File: config.mk
export PLATFORM = sky130hd
export DESIGN_NAME = alu_responder
export DESIGN_NICKNAME = d
export VERILOG_FILES = /design/src/rtl/alu_pkg.sv /design/src/rtl/alu_core.sv /design/src/rtl/alu_responder.sv
export SDC_FILE = /design/constraint.sdc
export NUM_CORES = 1
export LEC_CHECK = 0
export ABC_AREA = 0
export CELL_PAD_IN_SITES_DETAIL_PLACEMENT = 0
export CELL_PAD_IN_SITES_GLOBAL_PLACEMENT = 2
export CORE_MARGIN = 2
export CORE_UTILIZATION = 28
export CTS_CLUSTER_DIAMETER = 40
export DETAILED_ROUTE_END_ITERATION = 7
export HOLD_SLACK_MARGIN = 0.06
export PLACE_DENSITY_LB_ADDON = 0.1
export SETUP_SLACK_MARGIN = 0.5
export SYNTH_ARGS = -nofsm -noshare
export SYNTH_HDL_FRONTEND = slang
export SYNTH_SLANG_ARGS = --single-unit
File: constraint.sdc
create_clock -name clk -period 9 [get_ports clk]
set_input_delay 2.7 -clock clk [delete_from_list [all_inputs] [get_ports clk]]
set_output_delay 2.7 -clock clk [all_outputs]
set_load 0.01 [all_outputs]
File: src/rtl/alu_pkg.sv
// alu_pkg: op-code constants and condition-code bit positions
// shared by alu_core and alu_responder.
package alu_pkg;

  localparam logic [1:0] ALU_ADD = 2'd0;
  localparam logic [1:0] ALU_SUB = 2'd1;
  localparam logic [1:0] ALU_AND = 2'd2;
  localparam logic [1:0] ALU_XOR = 2'd3;

  // cc is packed as {ZF, SF, OF}
  localparam int CC_ZF = 2;
  localparam int CC_SF = 1;
  localparam int CC_OF = 0;

endpackage

File: src/rtl/alu_core.sv
// alu_core: combinational ADD/SUB/AND/XOR with wrap-around result.
// Ports: fn, a, b in; res out; cc {ZF,SF,OF} out only with ALU_RESPONDER_CC_EN.
module alu_core
  import alu_pkg::*;
#(
  parameter int WIDTH = 64
) (
  input  logic [1:0]       fn,
  input  logic [WIDTH-1:0] a,
  input  logic [WIDTH-1:0] b,
  output logic [WIDTH-1:0] res
`ifdef ALU_RESPONDER_CC_EN
  ,
  output logic [2:0]       cc
`endif
);

  always_comb begin
    res = '0;
    unique case (1'b1)
      (fn == ALU_ADD): res = a + b;
      (fn == ALU_SUB): res = a - b;
      (fn == ALU_AND): res = a & b;
      (fn == ALU_XOR): res = a ^ b;
      default:         res = '0;
    endcase
  end

`ifdef ALU_RESPONDER_CC_EN
  logic sa;
  logic sb;
  logic sr;
  logic of;

  assign sa = a[WIDTH-1];
  assign sb = b[WIDTH-1];
  assign sr = res[WIDTH-1];

  // signed overflow: result sign disagrees with what the
  // operand signs force it to be
  always_comb begin
    of = 1'b0;
    unique case (1'b1)
      (fn == ALU_ADD): of = (sa == sb) && (sr != sa);
      (fn == ALU_SUB): of = (sa != sb) && (sr != sa);
      default:         of = 1'b0;
    endcase
  end

  always_comb begin
    cc        = '0;
    cc[CC_ZF] = (res == '0);
    cc[CC_SF] = sr;
    cc[CC_OF] = of;
  end
`endif

endmodule

File: src/rtl/alu_responder.sv
// alu_responder: valid/ready ALU front end with a DEPTH-entry result FIFO.
// Ports: clk, rst (sync, active-high), req_valid/req_ready, fn, a, b,
// rsp_valid/rsp_ready, out, cc. Macro ALU_RESPONDER_CC_EN enables cc storage.
module alu_responder
  import alu_pkg::*;
#(
  parameter int WIDTH = 64,
  parameter int DEPTH = 2
) (
  input  logic             clk,
  input  logic             rst,
  input  logic             req_valid,
  output logic             req_ready,
  input  logic [1:0]       fn,
  input  logic [WIDTH-1:0] a,
  input  logic [WIDTH-1:0] b,
  output logic             rsp_valid,
  input  logic             rsp_ready,
  output logic [WIDTH-1:0] out,
  output logic [2:0]       cc
);

  localparam int PW = (DEPTH > 1) ? $clog2(DEPTH) : 1;
  localparam int CW = $clog2(DEPTH + 1);

  logic [PW-1:0]    wr_ptr;
  logic [PW-1:0]    rd_ptr;
  logic [CW-1:0]    count;
  logic             push;
  logic             pop;
  logic [WIDTH-1:0] core_res;
  logic [WIDTH-1:0] res_mem [DEPTH];

  // pointers wrap at DEPTH, which need not be a power of two
  function automatic logic [PW-1:0] bump(input logic [PW-1:0] p);
    return (p == PW'(DEPTH - 1)) ? '0 : p + PW'(1);
  endfunction

  assign req_ready = (count < CW'(DEPTH));
  assign rsp_valid = (count != '0);
  assign push      = req_valid && req_ready;
  assign pop       = rsp_valid && rsp_ready;

`ifdef ALU_RESPONDER_CC_EN
  logic [2:0] core_cc;
  logic [2:0] cc_mem [DEPTH];

  alu_core #(.WIDTH(WIDTH)) u_core (
    .fn  (fn),
    .a   (a),
    .b   (b),
    .res (core_res),
    .cc  (core_cc)
  );

  always_ff @(posedge clk) begin
    if (!rst && push) begin
      cc_mem[wr_ptr] <= core_cc;
    end
  end

  assign cc = rsp_valid ? cc_mem[rd_ptr] : 3'b000;
`else
  alu_core #(.WIDTH(WIDTH)) u_core (
    .fn  (fn),
    .a   (a),
    .b   (b),
    .res (core_res)
  );

  assign cc = 3'b000;
`endif

  always_ff @(posedge clk) begin
    if (!rst && push) begin
      res_mem[wr_ptr] <= core_res;
    end
  end

  always_ff @(posedge clk) begin
    if (rst) begin
      wr_ptr <= '0;
      rd_ptr <= '0;
      count  <= '0;
    end else begin
      if (push) begin
        wr_ptr <= bump(wr_ptr);
      end
      if (pop) begin
        rd_ptr <= bump(rd_ptr);
      end
      count <= count + CW'(push) - CW'(pop);
    end
  end

  // empty FIFO presents zeros rather than stale entries
  assign out = rsp_valid ? res_mem[rd_ptr] : '0;

endmodule
==> parameters.txt <==
Parameter                              Value

Critical path
  Setup CP Type ... in -> reg
  Crit-path max FO ... 7
  Critical path data required time ... 9.24 ns
  CP Capture Type ... register
  Startpoint types ... primary input
  Data arrival at the endpoint of the critical path ... 8.29 ns

GRT
  Global-route wire length before repair ... 64,300 um
  Maximum number of pins on one net before global-route repair ... 66
  Vias in the first global route ... 10,700
  Global-route congestion overflow total ... 0
  GRT Total Usage ... 18.3%
  Number of antenna violations at the first check in global routing ... 1

Clock tree
  Clock tree from TritonCTS ... done
  CTS Hold Buffers Added ... 0
  Clk pin slew, worst setup/hold paths ... 0.06 ns
  Clock latency on the worst-skew pair ... 0.44 ns
  Clock Sink Count ... 133
  Setup fix buffers added after clock tree synthesis ... 0
  Total number of H-tree levels ... 4
  Number of buffers created by CTS ... 17
  Maximum root-to-sink buffer count ... 2
  Post-cts gate resize count ... 0
  CTS Root Cell ... clkbuf_16

Logic synthesis
  EDFF count, synth ... 128
  Register bit total from synthesis ... 133
  YS warnings ... 0
  Synthesized area ... 0.0124 mm^2
  Top_reg_cell synth ... edfxtp_1
  Async set-or-reset flop fraction in the synthesized netlist ... 0%
  Count of distinct cell types in the synthesized netlist ... 73
  Post-synthesis sequential area ratio ... 31.9%
  Post-Syn Area per Cell ... 9.20 um^2
  Cells after Synth ... 1,345

Timing
  Slew Limit Headroom ... 51.2%
  Final Skew ... 0.00926 ns
  Fin crit share ... 89.4%
  Final critical-path required period ... 8.05 ns
  Max Freq ... 124 MHz
  Worst Max-Slew Pin Slew ... 0.732 ns
  Hold violation total from the final report ... 0
  Final worst hold slack ... 0.524 ns
  Final setup violation count ... 0
  Final setup margin ... 0.953 ns
  Setup TNS ... 0 ns
  Setup repair after global routing missed its margin ... no
  Final Max Slew Viols ... 0

Final layout
  Finished layout cell area ... 0.0156 mm^2
  Post-Layout Cell Count ... 2,126
  Antenna Cells ... 0
  Layout cell share with drive strength beyond 1 ... 6.52%
  Number of nets in the final layout ... 1,786
  Most frequent cells in the layout ... clkdlybuf4s50_1, nor2_1, ha_1, edfxtp_1, a21oi_1
  Post-route core utilization ... 35.5%
  Most frequent standard cell in the layout excluding fill and tap cells ... clkdlybuf4s50_1
  Growth of design area from synthesis to finish ... 26.2%

Routing
  Post-DR wirelength/cell ... 19.9 um
  Routed vias ... 10,700
  Detailed router's first-iteration violation count ... 675
  Number of nets with antenna violations after detailed routing ... 0
  Total Wirelength ... 42,400 um
  DRT Pass-1 Iters ... 5
  DR vias/cell ... 5.04
  Number of design rule violations left after detail routing ... 0

Power
  Post-route total power ... 2.89 mW
  Leakage ... 5.97 nW
  Power per cell area ... 185 mW/mm^2
  Max VDD drop ... 0.183 mV

Placed design
  Detailed placement HPWL ... 33,300 um
  Final estimated routing congestion in global placement ... 0.855
  Number of cells in the design after placement ... 2,094
  Placed inst area ... 0.0150 mm^2
  Placement-stage worst setup slack ... 0.264 ns
  Number of input and output port buffers inserted ... 199

Min path
  Min-delay worst type ... reg -> reg

Floorplanning
  Number of placement rows ... 77
  Initial Util ... 28.2%
  Ports placed on the boundary ... 203
  Total die area ... 0.0459 mm^2
  DIE WIDTH ... 214 um
  Std-Cell Core Area ... 0.0439 mm^2
  Floorplan die height ... 214 um

Flow run
  Max-capacitance violation count ... 0

Run status
  Result of the run ... finished clean
[state kept, by name (all words and copies together) (netlist names), named ones only]
signal	flops
count	2
wr_ptr	1
rd_ptr	1
res_mem	128
[layout make-up]
type / count / area [um^2]
Fill cell: 4613 / 28300
Multi-Input combinational cell: 1110 / 8050
Sequential cell: 133 / 3950
Timing Repair Buffer: 219 / 2140
Tap cell: 592 / 741
Clock buffer: 18 / 429
Clock inverter: 14 / 153
Inverter: 40 / 150
[kinds of logic (layout without fill, tap and decap cells)]
| logic type | after synthesis | count (layout) | synth area share, % |
|---|---|---|---|
| DFF | 133 | 133 | 31.9 |
| and+or+nand+nor | 397 | 397 | 15.7 |
| muxes | 115 | 115 | 9.48 |
| other | 1 | 3 | 0.0303 |
| AOI/OAI and AO/OA | 356 | 356 | 18.6 |
| buffers and inverters | 104 | 291 | 3.34 |
| adders and majority gates | 131 | 131 | 13.3 |
| xor gates and xnor gates | 108 | 108 | 7.71 |
[synthesized netlist by cell type, types with 4 or more instances]
library cell | number | area (um^2)
o31a_1 | 4 | 35.0
nor3_1 | 20 | 100
xor2_1 | 52 | 455
mux2i_1 | 98 | 981
a21oi_1 | 102 | 510
o2111ai_1 | 5 | 43.8
nor2b_1 | 8 | 50.1
o211ai_1 | 21 | 158
and4_1 | 4 | 35.0
nand2_1 | 83 | 312
a221oi_1 | 4 | 35.0
a211o_1 | 4 | 35.0
o41ai_1 | 6 | 52.6
and2_1 | 10 | 62.6
xnor2_1 | 55 | 482
a21boi_0 | 5 | 37.5
a211oi_1 | 11 | 82.6
o21ai_1 | 4 | 20.0
a21o_1 | 35 | 263
inv_1 | 40 | 150
o21ai_0 | 79 | 395
mux2_2 | 17 | 191
nor4_1 | 9 | 56.3
o21a_1 | 15 | 113
edfxtp_1 | 128 | 3840
buf_1 | 14 | 52.6
nand2b_1 | 27 | 169
or2_2 | 5 | 31.3
o31ai_1 | 21 | 158
or3_1 | 18 | 113
and3_1 | 12 | 75.1
clkbuf_1 | 43 | 161
nand4_1 | 9 | 56.3
ha_1 | 130 | 1630
nor2_1 | 154 | 578
dfxtp_1 | 5 | 100
or4_1 | 6 | 45.0
o21bai_1 | 8 | 60.1
nand3_1 | 18 | 90.1
a31oi_1 | 7 | 43.8
[per-layer routing]
metal	vias to the layer above	track usage [%]	share of wire (%)	wire, um
met2	211	29.7	46	19600
met5	-	0	0.021	9
met3	17	3.25	3.9	1660
met1	5124	25.5	49	20700
met4	2	3.50	0.84	356
li1	5351	-	-	-
[final timing paths]
path | slack (ns) | startpoint | cells after the start | to
setup / recovery | 0.95 | b[2] | 17 | res_mem[1][62]$_DFFE_PP_
hold / removal | 0.52 | rd_ptr$_SDFFE_PP0P_ | 2 | rd_ptr$_SDFFE_PP0P_
setup reg to reg | 6.63 | count[1]$_SDFF_PP0_ | 10 | count[1]$_SDFF_PP0_
hold reg to reg | 0.52 | rd_ptr$_SDFFE_PP0P_ | 2 | rd_ptr$_SDFFE_PP0P_
[critical path, stage by stage]
cell	delay (ns)
clkdlybuf4s50_1	0.50
or3_4	0.44
or4_4	0.44
or3_1	0.51
or2_2	0.41
o41ai_1	0.32
xor2_1	0.12
ha_1	0.41
and3_1	0.25
nor4bb_1	0.33
o2111ai_1	0.23
a2111oi_2	0.46
nor4_1	0.17
nor3_1	0.31
o21ai_1	0.17
o21a_1	0.21
o311ai_1	0.31
[report_power, final]
part / total [mW] / internal (mW) / leakage (nW) / switching [mW]
clock: 0.696 / 0.410 / 0.277 / 0.286
combinational: 1.36 / 0.629 / 4.47 / 0.735
sequential: 0.831 / 0.785 / 1.22 / 0.0461
No activity file was read; power rests on OpenSTA's default activity.
